==> config.mk <==
export PLATFORM = sky130hd
export DESIGN_NAME = pipeline_hazard_ctrl_flat
export DESIGN_NICKNAME = d
export VERILOG_FILES = /design/src/rtl/pipeline_hazard_ctrl_pkg.sv /design/src/rtl/pipeline_hazard_ctrl_if.sv /design/src/rtl/pipeline_hazard_ctrl_stall_counter.sv /design/src/rtl/pipeline_hazard_ctrl.sv /design/src/flat_wrapper.sv
export SDC_FILE = /design/constraint.sdc
export NUM_CORES = 1
export LEC_CHECK = 0
export CORE_MARGIN = 3
export CORE_UTILIZATION = 39
export DETAILED_ROUTE_END_ITERATION = 8
export PLACE_DENSITY = 0.73
export SLEW_MARGIN = 25
export SYNTH_ARGS = -nofsm -noshare
export SYNTH_HDL_FRONTEND = slang
export SYNTH_HIERARCHICAL = 1
export SYNTH_SLANG_ARGS = --single-unit
==> constraint.sdc <==
create_clock -name clk -period 2.54 [get_ports clk]
set_clock_uncertainty 0.2 [all_clocks]
set_input_delay 0.508 -clock clk [delete_from_list [all_inputs] [get_ports clk]]
set_output_delay 0.508 -clock clk [all_outputs]
set_load 0.02 [all_outputs]
==> src/rtl/pipeline_hazard_ctrl_pkg.sv <==
// Shared types and constants for the pipeline hazard controller.
// Holds the FSM state encoding, the mul/div timeout limit and counter widths.
package pipe_ctrl_pkg;

  typedef enum logic {
    RUN     = 1'b0,
    MD_BUSY = 1'b1
  } state_e;

  // Mul/div timeout: limit value and the width of the counter that reaches it
  localparam int MD_TIMEOUT = 63;
  localparam int TMO_W      = 6;

  // Width of the saturating stall-cycle counter
  localparam int STALLCNT_W = 16;

endpackage

==> src/rtl/pipeline_hazard_ctrl_if.sv <==
// Hazard-control bus: pipeline status in, write enables / flushes / status out.
// master = pipeline side (drives status), slave = hazard controller.
interface pipeline_hazard_ctrl_if;
  import pipe_ctrl_pkg::*;

  // Pipeline status towards the controller
  logic                  IDEX_MemRd;
  logic [4:0]            IDEX_Rt;
  logic [4:0]            IFID_Rs;
  logic [4:0]            IFID_Rt;
  logic                  EX_BranchTaken;
  logic                  ID_Jump;
  logic                  IDEX_MDStart;
  logic                  MD_Done;
  logic                  Cnt_Clr;

  // Controller decisions towards the pipeline
  logic                  PC_Wr;
  logic                  IFID_Wr;
  logic                  IDEX_Wr;
  logic                  IFID_Flush;
  logic                  IDEX_Flush;
  logic                  EXMEM_Flush;
  logic                  MD_Timeout;
  logic [STALLCNT_W-1:0] StallCnt;

  modport master (
    output IDEX_MemRd, IDEX_Rt, IFID_Rs, IFID_Rt, EX_BranchTaken, ID_Jump,
           IDEX_MDStart, MD_Done, Cnt_Clr,
    input  PC_Wr, IFID_Wr, IDEX_Wr, IFID_Flush, IDEX_Flush, EXMEM_Flush,
           MD_Timeout, StallCnt
  );

  modport slave (
    input  IDEX_MemRd, IDEX_Rt, IFID_Rs, IFID_Rt, EX_BranchTaken, ID_Jump,
           IDEX_MDStart, MD_Done, Cnt_Clr,
    output PC_Wr, IFID_Wr, IDEX_Wr, IFID_Flush, IDEX_Flush, EXMEM_Flush,
           MD_Timeout, StallCnt
  );

endinterface

==> src/rtl/pipeline_hazard_ctrl_stall_counter.sv <==
// Saturating up-counter of stalled cycles; clear beats increment.
// Count updates one edge after inc/clr; holds at all-ones instead of wrapping.
module pipe_stall_counter
  import pipe_ctrl_pkg::*;
#(
  parameter int W = STALLCNT_W
) (
  input  logic         clk,
  input  logic         reset,
  input  logic         inc,
  input  logic         clr,
  output logic [W-1:0] count
);

  logic [W-1:0] count_q;
  logic [W-1:0] count_d;

  // Next count: clear first, otherwise increment unless already saturated
  always_comb begin
    count_d = count_q;
    if (clr) begin
      count_d = '0;
    end else if (inc && (count_q != {W{1'b1}})) begin
      count_d = count_q + W'(1);
    end
  end

  // Count register
  always_ff @(posedge clk or posedge reset) begin
    if (reset) begin
      count_q <= '0;
    end else begin
      count_q <= count_d;
    end
  end

  assign count = count_q;

endmodule

==> src/rtl/pipeline_hazard_ctrl.sv <==
// Pipeline hazard controller: load-use stall, branch/jump flush, mul/div stall.
// Enables/flushes are combinational from the current inputs and state.
// Mul/div stall FSM and timeout exist only when PIPE_MD_STALL_EN is defined.
module pipeline_hazard_ctrl
  import pipe_ctrl_pkg::*;
(
  input  logic                   clk,
  input  logic                   reset,
  pipeline_hazard_ctrl_if.slave  bus
);

  logic md_busy;
  logic md_timeout;
  logic load_use;
  logic pc_wr;
  logic ifid_wr;
  logic idex_wr;
  logic ifid_flush;
  logic idex_flush;
  logic exmem_flush;
  logic [STALLCNT_W-1:0] stall_cnt;

  assign load_use = bus.IDEX_MemRd && (bus.IDEX_Rt != 5'd0) &&
                    ((bus.IDEX_Rt == bus.IFID_Rs) || (bus.IDEX_Rt == bus.IFID_Rt));

`ifdef PIPE_MD_STALL_EN
  state_e           state_q;
  state_e           state_d;
  logic [TMO_W-1:0] tmo_cnt_q;
  logic [TMO_W-1:0] tmo_cnt_d;
  logic             tmo_fire;
  logic             md_timeout_q;

  // Next state and timeout counter; MD_Done beats a timeout in the same cycle,
  // and a start seen while finishing is dropped because the FSM is not in RUN
  always_comb begin
    state_d   = state_q;
    tmo_cnt_d = tmo_cnt_q;
    tmo_fire  = 1'b0;
    case (state_q)
      RUN: begin
        if (bus.IDEX_MDStart) begin
          state_d   = MD_BUSY;
          tmo_cnt_d = '0;
        end
      end
      MD_BUSY: begin
        tmo_cnt_d = tmo_cnt_q + TMO_W'(1);
        if (bus.MD_Done) begin
          state_d = RUN;
        end else if (tmo_cnt_q == TMO_W'(MD_TIMEOUT - 1)) begin
          tmo_fire = 1'b1;
          state_d  = RUN;
        end
      end
      default: begin
        state_d = RUN;
      end
    endcase
  end

  // State, timeout counter and registered timeout pulse; reset drops any op
  always_ff @(posedge clk or posedge reset) begin
    if (reset) begin
      state_q      <= RUN;
      tmo_cnt_q    <= '0;
      md_timeout_q <= 1'b0;
    end else begin
      state_q      <= state_d;
      tmo_cnt_q    <= tmo_cnt_d;
      md_timeout_q <= tmo_fire;
    end
  end

  assign md_busy    = (state_q == MD_BUSY);
  assign md_timeout = md_timeout_q;
`else
  // Mul/div stall compiled out: controller is permanently in RUN
  logic unused_md;
  assign unused_md  = bus.IDEX_MDStart ^ bus.MD_Done;
  assign md_busy    = 1'b0;
  assign md_timeout = 1'b0;
`endif

  // Hazard priority: reset > mul/div busy > branch > load-use > jump
  always_comb begin
    pc_wr       = 1'b1;
    ifid_wr     = 1'b1;
    idex_wr     = 1'b1;
    ifid_flush  = 1'b0;
    idex_flush  = 1'b0;
    exmem_flush = 1'b0;
    if (reset) begin
      pc_wr   = 1'b0;
      ifid_wr = 1'b0;
      idex_wr = 1'b0;
    end else if (md_busy) begin
      pc_wr       = 1'b0;
      ifid_wr     = 1'b0;
      idex_wr     = 1'b0;
      exmem_flush = 1'b1;
    end else if (bus.EX_BranchTaken) begin
      ifid_flush = 1'b1;
      idex_flush = 1'b1;
    end else if (load_use) begin
      pc_wr      = 1'b0;
      ifid_wr    = 1'b0;
      idex_flush = 1'b1;
    end else if (bus.ID_Jump) begin
      ifid_flush = 1'b1;
    end
  end

  pipe_stall_counter #(
    .W (STALLCNT_W)
  ) u_stall_cnt (
    .clk   (clk),
    .reset (reset),
    .inc   (~pc_wr),
    .clr   (bus.Cnt_Clr),
    .count (stall_cnt)
  );

  assign bus.PC_Wr       = pc_wr;
  assign bus.IFID_Wr     = ifid_wr;
  assign bus.IDEX_Wr     = idex_wr;
  assign bus.IFID_Flush  = ifid_flush;
  assign bus.IDEX_Flush  = idex_flush;
  assign bus.EXMEM_Flush = exmem_flush;
  assign bus.MD_Timeout  = md_timeout;
  assign bus.StallCnt    = stall_cnt;

endmodule
==> src/flat_wrapper.sv <==
// flat-port wrapper written by rule: the top's interface ports become plain ports
module pipeline_hazard_ctrl_flat import pipe_ctrl_pkg::*;
  (clk, reset, bus_IDEX_MemRd, bus_IDEX_Rt, bus_IFID_Rs, bus_IFID_Rt, bus_EX_BranchTaken, bus_ID_Jump, bus_IDEX_MDStart, bus_MD_Done, bus_Cnt_Clr, bus_PC_Wr, bus_IFID_Wr, bus_IDEX_Wr, bus_IFID_Flush, bus_IDEX_Flush, bus_EXMEM_Flush, bus_MD_Timeout, bus_StallCnt);
  pipeline_hazard_ctrl_if bus_i ();
  input  logic clk;
  input  logic reset;
  input wire logic [$bits(bus_i.IDEX_MemRd)-1:0] bus_IDEX_MemRd;
  input wire logic [$bits(bus_i.IDEX_Rt)-1:0] bus_IDEX_Rt;
  input wire logic [$bits(bus_i.IFID_Rs)-1:0] bus_IFID_Rs;
  input wire logic [$bits(bus_i.IFID_Rt)-1:0] bus_IFID_Rt;
  input wire logic [$bits(bus_i.EX_BranchTaken)-1:0] bus_EX_BranchTaken;
  input wire logic [$bits(bus_i.ID_Jump)-1:0] bus_ID_Jump;
  input wire logic [$bits(bus_i.IDEX_MDStart)-1:0] bus_IDEX_MDStart;
  input wire logic [$bits(bus_i.MD_Done)-1:0] bus_MD_Done;
  input wire logic [$bits(bus_i.Cnt_Clr)-1:0] bus_Cnt_Clr;
  output wire logic [$bits(bus_i.PC_Wr)-1:0] bus_PC_Wr;
  output wire logic [$bits(bus_i.IFID_Wr)-1:0] bus_IFID_Wr;
  output wire logic [$bits(bus_i.IDEX_Wr)-1:0] bus_IDEX_Wr;
  output wire logic [$bits(bus_i.IFID_Flush)-1:0] bus_IFID_Flush;
  output wire logic [$bits(bus_i.IDEX_Flush)-1:0] bus_IDEX_Flush;
  output wire logic [$bits(bus_i.EXMEM_Flush)-1:0] bus_EXMEM_Flush;
  output wire logic [$bits(bus_i.MD_Timeout)-1:0] bus_MD_Timeout;
  output wire logic [$bits(bus_i.StallCnt)-1:0] bus_StallCnt;
  assign bus_i.IDEX_MemRd = bus_IDEX_MemRd;
  assign bus_i.IDEX_Rt = bus_IDEX_Rt;
  assign bus_i.IFID_Rs = bus_IFID_Rs;
  assign bus_i.IFID_Rt = bus_IFID_Rt;
  assign bus_i.EX_BranchTaken = bus_EX_BranchTaken;
  assign bus_i.ID_Jump = bus_ID_Jump;
  assign bus_i.IDEX_MDStart = bus_IDEX_MDStart;
  assign bus_i.MD_Done = bus_MD_Done;
  assign bus_i.Cnt_Clr = bus_Cnt_Clr;
  assign bus_PC_Wr = bus_i.PC_Wr;
  assign bus_IFID_Wr = bus_i.IFID_Wr;
  assign bus_IDEX_Wr = bus_i.IDEX_Wr;
  assign bus_IFID_Flush = bus_i.IFID_Flush;
  assign bus_IDEX_Flush = bus_i.IDEX_Flush;
  assign bus_EXMEM_Flush = bus_i.EXMEM_Flush;
  assign bus_MD_Timeout = bus_i.MD_Timeout;
  assign bus_StallCnt = bus_i.StallCnt;
  pipeline_hazard_ctrl u_core (.clk(clk), .reset(reset), .bus(bus_i));
endmodule
==> results of run 1 <==
==> cells by family (layout without fill, tap and decap cells) <==
family                     count (synthesis)  in the layout  synth area share (%)
DFF                                       16             16                 35.16
other                                      1              2                0.3294
xor gates and xnor gates                  10             10                 7.692
buffers and inverters                     11             65                 5.494
and+or+nand+nor                           57             57                 30.11
adders and majority gates                  1              1                 1.099
AOI/OAI and AO/OA                         31             31                 17.25
muxes                                      3              3                 2.857
==> worst max path at each step <==
stage / start / endpoint / depth (start not counted)
after floorplan: bus_IDEX_Rt[4] / u_core/u_stall_cnt/count[13] / 9
after global placement: bus_IDEX_Rt[3] / bus_IFID_Flush / 6
after detailed placement: bus_IDEX_Rt[3] / bus_IFID_Flush / 6
after CTS: bus_IDEX_Rt[3] / u_core/u_stall_cnt/count[13] / 10
after global routing: bus_IDEX_Rt[3] / bus_IFID_Wr / 6
final: bus_IDEX_Rt[3] / bus_IFID_Wr / 6
==> routing by layer <==
metal / vias up / routed length, um / track usage, %
li1: 600 / - / -
met1: 607 / 1233 / 19.63
met2: 55 / 1786 / 37.50
met3: 2 / 229 / 4.752
met4: 0 / 25 / 5.063
met5: - / 0 / 0
==> per-stage QoR <==
stage                     hold slack, ps  utilization [%]  power, mW
after global routing               426.1            67.43     0.6053
after global placement             347.6            63.79     0.4021
final                              411.9            67.43     0.5769
after floorplan                    221.7                -     0.3332
after CTS                          409.2            67.10     0.5795
after detailed placement           389.8            63.79     0.4057
==> where the power goes <==
part	switching, mW	internal, mW	leakage (nW)
clock network	0.0844	0.0872	0.0210
registers	0.00657	0.258	0.222
logic	0.0663	0.0746	0.462
==> worst max-delay path: cells and delay by family <==
kind                   cells  cell delay (ps)
AO/OA/AOI/OAI              2              370
buffers and inverters      2              290
AND/OR/NAND/NOR            2              610
==> placed cells by master, fill, tap and decap left out, types with 3 or more instances in the layout <==
cell / count
or3_1: 5
nor4_1: 3
nor2_1: 5
o21ai_0: 5
a21oi_1: 11
nand4_1: 4
nand2_1: 8
dfrtp_1: 16
nand3_1: 8
buf_6: 6
clkbuf_4: 3
inv_1: 4
buf_4: 13
or4_1: 6
clkdlybuf4s50_1: 20
nor2b_1: 3
buf_2: 8
xnor2_2: 7
clkdlybuf4s15_1: 3
o31ai_1: 5
nor3_1: 4
dlygate4sd2_1: 6
xnor2_1: 3
==> what timing repair did <==
action,4_1_cts,5_1_grt
setup endpoints to repair,17,8
gates resized for setup,75,4
pin swaps,17,4
endpoints found under the hold margin,0,0
buffers inserted,2,0
==> cell usage after synthesis, types with 2 or more instances <==
library cell | number | area, um^2
a21oi_1 | 13 | 65.06
buf_4 | 4 | 30.03
dfrtp_1 | 16 | 400.4
inv_1 | 4 | 15.01
mux2_2 | 2 | 22.52
nand2_1 | 8 | 30.03
nand2b_1 | 2 | 12.51
nand3_1 | 9 | 45.04
nand4_1 | 4 | 25.02
nor2_1 | 5 | 18.77
nor2b_1 | 3 | 18.77
nor3_1 | 4 | 20.02
nor4_1 | 3 | 18.77
o21ai_0 | 5 | 25.02
o31ai_1 | 5 | 37.54
o41ai_1 | 2 | 17.52
or3_1 | 6 | 37.54
or4_1 | 7 | 52.55
xnor2_1 | 10 | 87.58
==> final cells by class <==
cell class	instances	share of cell area (%)
flip-flops and latches	16	22.73
well taps	30	2.131
multi-input cells	104	43.89
repair buffers	57	28.34
inverters	4	0.8523
clock buffers	4	2.060
==> impl_results.md, run 1 <==
- Post-synth EDFFs: 0
- Vias in the first global route: 1,254
- Hold Crit Class: register to register
- LEAKAGE: a little over 0.7 nW
- Crit end category: output port
- Max clock buf depth: 2
- Critical-path top delay cell: or4_1
- CP arrival: between 1500 and 2000 ps
- Top_reg_cell synth: dfrtp_1
- Port Buf Inserts: between 40 and 50
- CTS tree: yes
- # rows: 18
- Clock Latency Late Sink: 290 ps
- Synth unique cells: 37
- Cell Pwr Density: ~330 nW/um^2
- Post-route cell area: 1762 um^2
- Die Ht: about 60 um
- Number of fill cells: about 230
- Nets: 210
- DP Worst Slack: -702.5 ps
- Mapped Cells: 130
- Register area: around 400 um^2
- Syn Area/Cell: approximately 9 um^2
- R2r endpoint: u_core/u_stall_cnt/count[13]
- FFs w/ async S/R, synth: 100.0%
- Multi-input gate area: a little under 800 um^2
- Detail Placement HPWL: approximately 2.5 mm
- Antenna violations before repair: 0
- Final Hold Vio Count: 0
- Number of max-cap violations: 0
- Worst hold start: u_core/u_stall_cnt/count[13]
- Via count: around 1,300
- Num Clock Sinks: 16
- First-pass GRT wire length: between 5 and 6 mm
- Pins Over Slew Limit: 0
- Fin cells: between 200 and 250
- Max Fclk: 403.7 MHz
- Vias per std cell: 5.879
- Synth warnings: 6
- CORE AREA: between 2000 and 3000 um^2
- TNS Setup: 0 ps
- Hold buffers post-CTS: 0
- Crit path cell chain: buf_6 -> or4_1 -> o21ai_2 -> nor2_2 -> a21oi_1 -> buf_2
- Die X: about 60 um
- CTS Buf Count: 3
- GR Util All Layers: approximately a fifth
- Synthesized area: 1139 um^2
- Starting Density: 43.58%
- Total wire length: about 3.3 mm
- Max VDD drop: approximately 0.30 mV
- Crit path time final: 2477 ps
- H-Tree Level Count: 1
- Routed len/inst: between 15 and 20 um
- Seq/Total Area, Yosys: approximately a third
- Grt total ovfl: 0
- Final clock period utilization by the worst path: between 90% and 100%
- Final Setup Violations: 0
- R2R cell count: 4
- DIE AREA: around 3600 um^2
- GPL Wtd Cong: 0.7852
- Iter 0 DRT Violations: between 70 and 80
- Rel. slew slack: between 50% and 60%
- Drt pass-1 iters: 4
- Post-route ant nets: 0
- Slew @ Worst Pin: 643.1 ps
- Reg2Reg Setup Slack: ~360 ps
- CP required: between 1500 and 2000 ps
- Area Overhead vs Synth: 54.73%
- Root Buffer: clkbuf_4
- Placed cells: 210
- Total inserted antenna cells: 0
- Ratio of cells with drive above 1 in the final layout: between 20 and 30%
- Crit Path Class: primary input to output port
- Number of I/O pins: between 40 and 50
- Worst r2r src: u_core/u_stall_cnt/count[2]
- Startpoint Class: primary input
- Largest net degree at the start of global routing: 17
- Number of synthesized register bits: 16
- Worst Hold End: u_core/u_stall_cnt/count[13]
- DRC: 0
- Crit Path Max Fanout: 3
- Max FFs per register: 16
- Worst-path clk slew: 100 ps
- Final WS setup: roughly 63 ps
- Placed cell area: between 1500 and 2000 um^2
- Hold Path Depth: 2
- Status: finished, final reports clean
- Slowest cell delay on critical path: 530 ps
- RSZ-0062 raised after global routing: true
(Power assumes the default switching activity.)
==> inputs of run 2 (changes only) <==
--- a/config.mk
+++ b/config.mk
@@ -6,9 +6,9 @@
 export NUM_CORES = 1
 export LEC_CHECK = 0
 export CORE_MARGIN = 3
-export CORE_UTILIZATION = 39
+export CORE_UTILIZATION = 40
 export DETAILED_ROUTE_END_ITERATION = 8
-export PLACE_DENSITY = 0.73
+export PLACE_DENSITY = 0.75
 export SLEW_MARGIN = 25
 export SYNTH_ARGS = -nofsm -noshare
 export SYNTH_HDL_FRONTEND = slang
==> constraint.sdc (replaced) <==
create_clock -name clk -period 2.54 [get_ports clk]
set_clock_uncertainty 0.2 [all_clocks]
set_input_delay 0.381 -clock clk [delete_from_list [all_inputs] [get_ports clk]]
set_output_delay 0.381 -clock clk [all_outputs]
set_load 0.02 [all_outputs]
==> impl_results.md, run 2 (synthesized netlist as in run 1, its figures left out) <==
- Cell Pwr Density: approximately 320 nW/um^2
- # rows: 18
- Worst-path clk slew: approximately 90 ps
- Crit Path Class: primary input to output port
- Startpoint Class: primary input
- Grt total ovfl: 0
- CP required: approximately 2000 ps
- Rel. slew slack: between 50% and 60%
- Hold Crit Class: register to register
- Total inserted antenna cells: 0
- Worst r2r src: u_core/u_stall_cnt/count[2]
- Max clock buf depth: 2
- GRT Max-Usage Layer: met2
- Pins Over Slew Limit: 0
- Via count: 1,229
- Vias in the first global route: 1,246
- Met3 Track Usage GR: 3.486%
- Largest net degree at the start of global routing: 17
- Final clock period utilization by the worst path: a little over nine tenths
- CP most frequent cell: buf_4
- Root Buffer: clkbuf_4
- DIE AREA: between 3000 and 4000 um^2
- Crit Path Max Fanout: 3
- M2 GR Usage: 38.07%
- Most frequent cells in the layout: 22 x clkdlybuf4s50_1, 16 x dfrtp_1, 14 x buf_4
- Num Clock Sinks: 16
- Critical-path top delay cell: dlygate4sd2_1
- CTS Buf Count: 3
- GR met1 Demand/Resource: 23.58%
- Max Fclk: ~410 MHz
- Die X: 59.35 um
- Max FFs per register: 16
- Ratio of cells with drive above 1 in the final layout: a little under a quarter
- Starting Density: between 40% and 50%
- Commonest non-fill, non-tap cell in the layout: clkdlybuf4s50_1
- First-pass GRT wire length: 5.457 mm
- Critical Path Start: bus_IDEX_Rt[1]
- Final Setup Violations: 0
- Clock Latency Late Sink: about 280 ps
- Number of max-cap violations: 0
- Drt pass-1 iters: 4
- Port Buf Inserts: 41
- Number of I/O pins: 46
- Vias per std cell: approximately 5.7
- Die Ht: between 50 and 60 um
- RSZ-0062 raised after global routing: false
- Fin cells: roughly 220
- Worst hold start: u_core/u_stall_cnt/count[14]
- Final core occ: ~65%
- CTS tree: yes
- Slew @ Worst Pin: 643.1 ps
- GPL Wtd Cong: between 0.7 and 0.8
- Final Hold Vio Count: 0
- Area Overhead vs Synth: 47.91%
- Placed cells: 208
- Nets: roughly 210
- Slowest cell delay on critical path: around 270 ps
- Crit path time final: between 2000 and 2500 ps
- Iter 0 DRT Violations: 63
- GR Util All Layers: around a fifth
- CORE AREA: around 2600 um^2
- Antenna violations before repair: 0
- Crit end category: output port
- Status: finished, final reports clean
- Routed len/inst: about 15 um
- Post-route ant nets: 0
- DRC: 0
- TNS Setup: 0 ps
- Max VDD drop: about 0.36 mV
- Detail Placement HPWL: about 2.5 mm
- LEAKAGE: 0.6739 nW
- Total Power: between 500 and 600 uW
- H-Tree Level Count: 1
- R2R cell count: 4
- Reg2Reg Setup Slack: between 300 and 400 ps
- Total wire length: between 3 and 4 mm
- Crit path cell chain: dlygate4sd2_1 -> xnor2_1 -> nand2_1 -> o22ai_2 -> buf_4 -> buf_4 -> buf_4 -> buf_4 -> a21oi_1 -> buf_2
- Hold_ws: ~370 ps
- Hold Path Depth: 2
- Hold buffers post-CTS: 0
- CP arrival: ~1800 ps
run 2: metal layers:
layer,wire (um),share of wire (%)
met4,19,0.58
met5,0,0
met1,1340,41
met2,1756,53
met3,169,5.1
run 2: area by class of cell:
type	instances	area, um^2
Fill cell	236	905.9
Multi-Input combinational cell	104	713.2
Timing Repair Buffer	58	495.5
Sequential cell	16	400.4
Tap cell	30	37.54
Clock buffer	3	22.52
Inverter	4	15.01
run 2: where the power goes:
| group | total, mW | switching [mW] | internal (mW) |
|---|---|---|---|
| clock | 0.136 | 0.0805 | 0.0551 |
| sequential | 0.263 | 0.00536 | 0.258 |
| combinational | 0.134 | 0.0645 | 0.0693 |
run 2: worst max-delay path: cells and delay by family:
kind	cells	cell delay [ps]
xor gates and xnor gates	1	140
and+or+nand+nor	1	90
buffers and inverters	6	980
AOI/OAI and AO/OA	2	260
run 2: path summary, 6_finish.rpt:
path | endpoint
setup / recovery | bus_IFID_Wr
setup reg to reg | u_core/u_stall_cnt/count[13]
hold / removal | u_core/u_stall_cnt/count[14]
min in group asynchronous | u_core/u_stall_cnt/count[11]
max in group asynchronous | u_core/u_stall_cnt/count[8]
hold reg to reg | u_core/u_stall_cnt/count[14]
run 2: timing repair:
item / CTS / global route
gates cloned: 0 / 0
setup endpoints to repair: 10 / 5
buffers inserted: 4 / 0
resized for setup: 46 / 2
pin swaps: 17 / 6
run 2: through the flow:
| step | worst slack, ps | area, um^2 |
|---|---|---|
| final | 119.2 | 1684 |
| after global routing | 19.51 | 1684 |
| after CTS | 7.757 | 1694 |
| after detailed placement | -552.7 | 1647 |
| after global placement | -436.3 | 1647 |
| after floorplan | 11.54 | 1149 |
